[src/rtl/my_mul_scale_ci.sv]
// Multi-cycle custom instruction: unsigned multiply, constant-reciprocal scaling, raw product words
// and a saturating accumulator. Define MY_MULSCALE_ROUND_EN to round the scaling step half-up.
module my_mul_scale_ci #(
    parameter int DW       = 32,
    parameter int KW       = 11,
    parameter int SCALE_K  = 1311,
    parameter int SCALE_SH = 19
) (
    input  logic          clk,
    input  logic          reset,
    input  logic          clk_en,
    input  logic          start,
    input  logic [DW-1:0] dataa,
    input  logic [DW-1:0] datab,
    input  logic [2:0]    n,
    output logic          done,
    output logic [DW-1:0] result
);

    localparam int PW = 2 * DW;
    // One spare bit so the rounding constant can never carry out of the intermediate.
    localparam int XW = 2 * DW + KW + 1;

`ifdef MY_MULSCALE_ROUND_EN
    localparam logic [XW-1:0] ROUND_ADD = XW'(1) << (SCALE_SH - 1);
`else
    localparam logic [XW-1:0] ROUND_ADD = '0;
`endif

    localparam logic [2:0] OP_SCALE   = 3'd0;
    localparam logic [2:0] OP_MUL_LO  = 3'd1;
    localparam logic [2:0] OP_MUL_HI  = 3'd2;
    localparam logic [2:0] OP_MAC     = 3'd3;
    localparam logic [2:0] OP_ACC_CLR = 3'd4;

    typedef enum logic [1:0] {
        S_IDLE = 2'd0,
        S_MUL  = 2'd1,
        S_SCL  = 2'd2,
        S_FIN  = 2'd3
    } state_t;

    state_t        state_q, state_d;
    logic [DW-1:0] a_q, a_d;
    logic [DW-1:0] b_q, b_d;
    logic [2:0]    op_q, op_d;
    logic [PW-1:0] p_q, p_d;
    logic [XW-1:0] s_q, s_d;
    logic [DW-1:0] acc_q, acc_d;
    logic [DW-1:0] result_q, result_d;
    logic          done_q, done_d;

    logic [DW-1:0] s_sat;
    logic [DW:0]   acc_sum;

    assign s_sat   = (|s_q[XW-1:DW]) ? '1 : s_q[DW-1:0];
    assign acc_sum = {1'b0, acc_q} + {1'b0, s_sat};

    always_comb begin
        // NOTE: every _d starts as its _q so no path through this block can infer a latch.
        state_d  = state_q;
        a_d      = a_q;
        b_d      = b_q;
        op_d     = op_q;
        p_d      = p_q;
        s_d      = s_q;
        acc_d    = acc_q;
        result_d = result_q;
        done_d   = done_q;

        if (clk_en) begin
            done_d = 1'b0;
            case (state_q)
                S_IDLE: begin
                    if (start) begin
                        a_d     = dataa;
                        b_d     = datab;
                        op_d    = n;
                        state_d = S_MUL;
                    end
                end
                S_MUL: begin
                    p_d     = PW'(a_q) * PW'(b_q);
                    state_d = S_SCL;
                end
                S_SCL: begin
                    s_d     = (XW'(p_q) * XW'(SCALE_K) + ROUND_ADD) >> SCALE_SH;
                    state_d = S_FIN;
                end
                S_FIN: begin
                    done_d  = 1'b1;
                    state_d = S_IDLE;
                    case (op_q)
                        OP_SCALE:   result_d = s_sat;
                        OP_MUL_LO:  result_d = p_q[DW-1:0];
                        OP_MUL_HI:  result_d = p_q[PW-1:DW];
                        OP_MAC: begin
                            acc_d    = acc_sum[DW] ? '1 : acc_sum[DW-1:0];
                            result_d = acc_sum[DW] ? '1 : acc_sum[DW-1:0];
                        end
                        OP_ACC_CLR: begin
                            result_d = acc_q;
                            acc_d    = '0;
                        end
                        default:    result_d = '0;
                    endcase
                end
                default: state_d = S_IDLE;
            endcase
        end
    end

    always_ff @(posedge clk or posedge reset) begin
        if (reset) begin
            state_q  <= S_IDLE;
            a_q      <= '0;
            b_q      <= '0;
            op_q     <= '0;
            p_q      <= '0;
            s_q      <= '0;
            acc_q    <= '0;
            result_q <= '0;
            done_q   <= 1'b0;
        end else begin
            // NOTE: non-blocking so every register samples the pre-edge values of the others.
            state_q  <= state_d;
            a_q      <= a_d;
            b_q      <= b_d;
            op_q     <= op_d;
            p_q      <= p_d;
            s_q      <= s_d;
            acc_q    <= acc_d;
            result_q <= result_d;
            done_q   <= done_d;
        end
    end

    assign done   = done_q;
    assign result = result_q;

endmodule
[config.mk]
export PLATFORM = sky130hd
export DESIGN_NAME = my_mul_scale_ci
export DESIGN_NICKNAME = d
export VERILOG_FILES = /design/src/rtl/my_mul_scale_ci.sv
export SDC_FILE = /design/constraint.sdc
export NUM_CORES = 2
export LEC_CHECK = 0
export BUFFER_PORTS_ARGS = -buffer_cell sky130_fd_sc_hd__buf_4
export CORE_AREA = 2 2 388 390
export DETAILED_ROUTE_END_ITERATION = 16
export DIE_AREA = 0 0 390 392
export PLACE_DENSITY = 0.57
export SETUP_SLACK_MARGIN = 0.15
export SKIP_CTS_REPAIR_TIMING = 1
export SLEW_MARGIN = 20
export SYNTH_ARGS = -nofsm -noshare
export SYNTH_HDL_FRONTEND = slang
export SYNTH_SLANG_ARGS = --single-unit
[constraint.sdc]
create_clock -name clk -period 8.5 [get_ports clk]
set_input_delay 1.275 -clock clk [delete_from_list [all_inputs] [get_ports clk]]
set_output_delay 1.275 -clock clk [all_outputs]
set_load 0.1 [all_outputs]
-- Yosys cells after proc, flatten, opt, wreduce, memory -nomap -nowiden
Cells that the tools add are included.
- bits in registers: 254
- bits in latches: 0
- RAM bits: 0
- bits in read-only memories: 0
- input bits: 71
- output and inout port bits: 33
- word-level logic and storage cells: 37
- memories kept: 0
- add/sub/neg operators: 1
- multiply operators: 2
- divide/modulo/power cells: 0
- $lt $le $gt $ge: 0
- equality and inequality tests: 8
- shift-type cells: 0
- muxes and demuxes: 7
- bitwise logic cells: 0
- reductions and logical operators: 10
- operators by type and width (operator ; number):
    $pmux W32 S5 ; 1
    $mul A64 B11 Y75 const B ; 1
    $mul A32 B32 Y64 ; 1
    $mux W32 ; 2
    $pmux W32 S2 ; 1
    $add A32 B32 Y33 ; 1
    $reduce_or A24 Y1 ; 1
    $pmux W2 S4 ; 1
    $reduce_and A2 Y1 ; 4
    $eq A3 B2 Y1 const B ; 2
    $reduce_and A3 Y1 ; 2
    $eq A2 B2 Y1 const B ; 2
    $eq A3 B1 Y1 const B ; 1
    $eq A3 B3 Y1 const B ; 1
    $logic_not A3 Y1 ; 1
    $eq A2 B1 Y1 const B ; 1
    $logic_not A2 Y1 ; 1
    $mux W2 ; 1
    $ne A2 B2 Y1 const B ; 1
    $reduce_bool A2 Y1 ; 1
    $mux W1 ; 1

-- Depth between registers and ports, before layout
- word-level depth: 5
- mapped depth: 30
- mapped depth without buffers: 28

-- Least setup slack after synthesis
No wires, ideal clock.
- path kind: register to register
- from: register b_q[11]
- to: register p_q[60]
- setup time: 0.095 ns
- arrival: 7.104 ns
- setup slack: 1.300 ns
- cell stages (with the launch flop): 27
- clock period less this slack: 7.200 ns
- cell sequence: dfrtp_1 clkbuf_1 nand2_1 fa_1 inv_1 fa_1 inv_1 fa_1 inv_1 fa_1 inv_1 fa_1 fa_1 fa_1 fa_1 inv_1 ha_1 buf_2 nand4_1 or3_1 nor3_1 nand3_1 a2111oi_4 o21ai_1 a211oi_2 nor3_1 o31ai_1
- longest elaborated chain between the ends: 1
- ends and longest elaborated chain (item ; RTL line ; RTL):
    from (decl) ; 45 ; logic [DW-1:0] b_q, b_d;
    from (signal assigned) ; 117 ; b_q <= '0;
    from (signal assigned) ; 128 ; b_q <= b_d;
    $mul A32 B32 Y64 ; 83 ; p_d = PW'(a_q) * PW'(b_q);
    to (signal assigned) ; 130 ; p_q <= p_d;
    to (decl) ; 47 ; logic [PW-1:0] p_q, p_d;
Every way passes these cells.
A chain may end at the register's enable or synchronous reset.

-- Worst setup path after layout
- from: register b_q[26]
- to: register p_q[60]
The elaborated chain is that of the path after synthesis.

==> reports/metrics.csv <==
stage,metric,value,unit
run_status,outcome,finished clean,
route,Routed Antenna Nets,0,
timing,Fin. Hold Viols,0,
clocking,CTS Root Cell,clkbuf_16,
yosys,post-synth cell types,90,
route,met2 WL,71500,um
route,metal3 WL,6950,um
yosys,"Primary FF master, synth",dfrtp_1,
die,Die X,390,um
yosys,number of synthesized flops with an enable pin,0,
route,DRT met1 WL,74900,um
yosys,Ys Warns,0,
clocking,clk_lat worst skew,640,ps
grt,number of global-route vias before repair,45400,
yosys,Avg Inst Size Synth,9.43,um2
clocking,clk slew on worst S/H paths,60,ps
placed_design,port bufs,103,
timing,setup TNS,0,ps
worst_hold_path,worst min path class,reg2reg,
flow_run,Max Cap Viol,0,
placed_design,GPL Wtd Cong,0.914,
die,Initial Util,0.398,
finish,Layout area overhead,7.22,%
yosys,synthesized instance count,6289,
grt,Total Routing Usage GR,0.210,
die,FP Rows,142,
timing,Peak Freq,0.125,GHz
critical_path,crit start category,flip-flop,
clocking,CTS H-tree depth,2,
placed_design,detailed placement HPWL,132000,um
grt,first-pass GRT wire length,255000,um
route,TritonRoute pass-1 iters,8,
clocking,CTS buffer count,37,
critical_path,Crit Path Class,reg2reg,
timing,final count of pins violating max slew,0,
route,final wirelength,156000,um
timing,Slew headroom,0.298,
die,die area,153000,um2
yosys,ys async rst share,1.00,
clocking,clk buf depth,3,
timing,Final Skew,45.3,ps
finish,most frequent cells in the layout,"inv_1 (1283), fa_1 (1199), nand2_1 (716)",
die,Top Ports,104,
yosys,Syn Std Cell Area,59300,um2
die,Core Region,149000,um2
timing,endpoints failing setup,0,
route,mean number of vias per cell,5.11,
yosys,Seq cells post-synth,254,
grt,largest net degree at the start of global routing,127,
finish,share of layout cells above drive strength 1,0.0739,
timing,RSZ-0062 raised after global routing,false,
timing,Final min period,8000,ps
yosys,syn nets,8150,
placed_design,DP Worst Slack,352,ps
route,Starting DRT DRC Count,2276,
critical_path,CP Max Fanout,21,
clocking,clk sink count,254,
clocking,CTS tree,built,
route,detailed-route via count,41900,
finish,Antenna Cells,0,
timing,Final WS setup,504,ps
timing,crit share post-route,0.941,
route,Max Used Layer,met5,
finish,NumNets Final,8089,
die,Die Y,392,um
yosys,sequential fraction of the synthesis area,0.107,
route,DRC,0,
grt,gr ovfl total,0,
critical_path,crit end category,flip-flop,
grt,initial antenna violation count,2,
route,routed wire length per instance,19.1,um
finish,"commonest non-fill, non-tap cell in the layout",inv_1,
critical_path,Critical Path AT,8520,ps
critical_path,CP Data Required Time,9030,ps
timing,Tightest Pin Transition,1050,ps
==> metrics by stage <==
step	area [um2]	instances	hold slack, ps	utilization
after CTS	63500	8199	477	0.427
after global placement	62200	8133	456	0.418
after floorplan	59300	6289	442	-
after global routing	63600	8199	501	0.427
final	63600	8199	471	0.427
after detailed placement	62200	8133	463	0.418
==> cell usage after synthesis (12+ instances only) <==
cell type	number	area, um2
o31ai_1	16	120
a22oi_1	40	300
and3_1	18	113
a31oi_1	15	93.8
o21bai_1	35	263
nor3_1	30	150
dfrtp_1	254	6360
o21ai_0	194	971
and2_1	595	3720
o21ai_1	21	105
xor2_1	43	377
nand3_1	37	185
a21o_1	89	668
nor2_1	111	417
a211oi_1	18	135
xnor2_1	93	815
buf_2	17	85.1
or2_2	36	225
mux2_2	71	800
clkbuf_1	286	1070
fa_1	1199	24000
a221o_1	52	521
a21oi_1	201	1010
nand2_1	718	2700
o21a_1	20	150
o211ai_1	12	90.1
nor4_1	12	75.1
ha_1	591	7390
inv_1	1284	4820
nand4_1	45	282
==> metal layers <==
metal,vias to the layer above,global-route usage
met1,21500,0.303
li1,19300,-
met5,-,0
met3,176,0.0271
met4,4,0.0444
met2,842,0.338
==> layout make-up <==
class	instances	area [um2]
fillers	14700	85300
multi-input cells	4442	47000
flip-flops and latches	254	6400
inverters	1284	4830
well taps	1944	2430
repair buffers	209	1640
clock buffers	49	1030
clock inverters	17	229
==> worst paths after layout <==
| path | from | end | slack [ps] | cells after the start |
|---|---|---|---|---|
| hold / removal | s_q[12]$_DFFE_PP0P_ | s_q[12]$_DFFE_PP0P_ | 470 | 2 |
| min in group asynchronous | reset | b_q[29]$_DFFE_PP0P_ | 700 | 2 |
| max in group asynchronous | reset | a_q[2]$_DFFE_PP0P_ | 6480 | 3 |
| setup / recovery | b_q[26]$_DFFE_PP0P_ | p_q[60]$_DFFE_PP0P_ | 500 | 22 |
| hold reg to reg | s_q[12]$_DFFE_PP0P_ | s_q[12]$_DFFE_PP0P_ | 470 | 2 |
| setup reg to reg | b_q[26]$_DFFE_PP0P_ | p_q[60]$_DFFE_PP0P_ | 500 | 22 |
==> cell families after synthesis <==
| kind of cell | after synthesis | share of synthesized area |
|---|---|---|
| AO/OA/AOI/OAI | 791 | 0.0883 |
| XOR/XNOR | 136 | 0.0201 |
| adder cells (fa/ha/maj) | 1790 | 0.530 |
| buffers and inverters | 1593 | 0.101 |
| flip-flops | 254 | 0.107 |
| multiplexers | 74 | 0.0140 |
| AND/OR/NAND/NOR | 1651 | 0.139 |
==> sequential cells by signal, indices dropped and copies added, names as in the netlist <==
signal and count:
a_q 32, acc_q 32, b_q 32, done 1, op_q 3, p_q 64
result 32, s_q 56, state_q 2
==> critical path, stage by stage, from the launching register on <==
cell	delay, ps
dfrtp_1	920
nand2_1	180
fa_1	570
inv_1	60
fa_1	570
fa_1	450
fa_1	540
fa_1	430
fa_1	470
fa_1	490
inv_1	50
fa_1	500
inv_1	50
ha_1	400
nand4_1	150
or3_1	370
nor3_1	200
nand3_1	200
a2111oi_4	530
o21ai_1	180
a211oi_2	260
nor3_1	80
o31ai_1	220
Power is not shown: default switching activity piles up to over one toggle a cycle in this logic, so the estimate is an artifact.
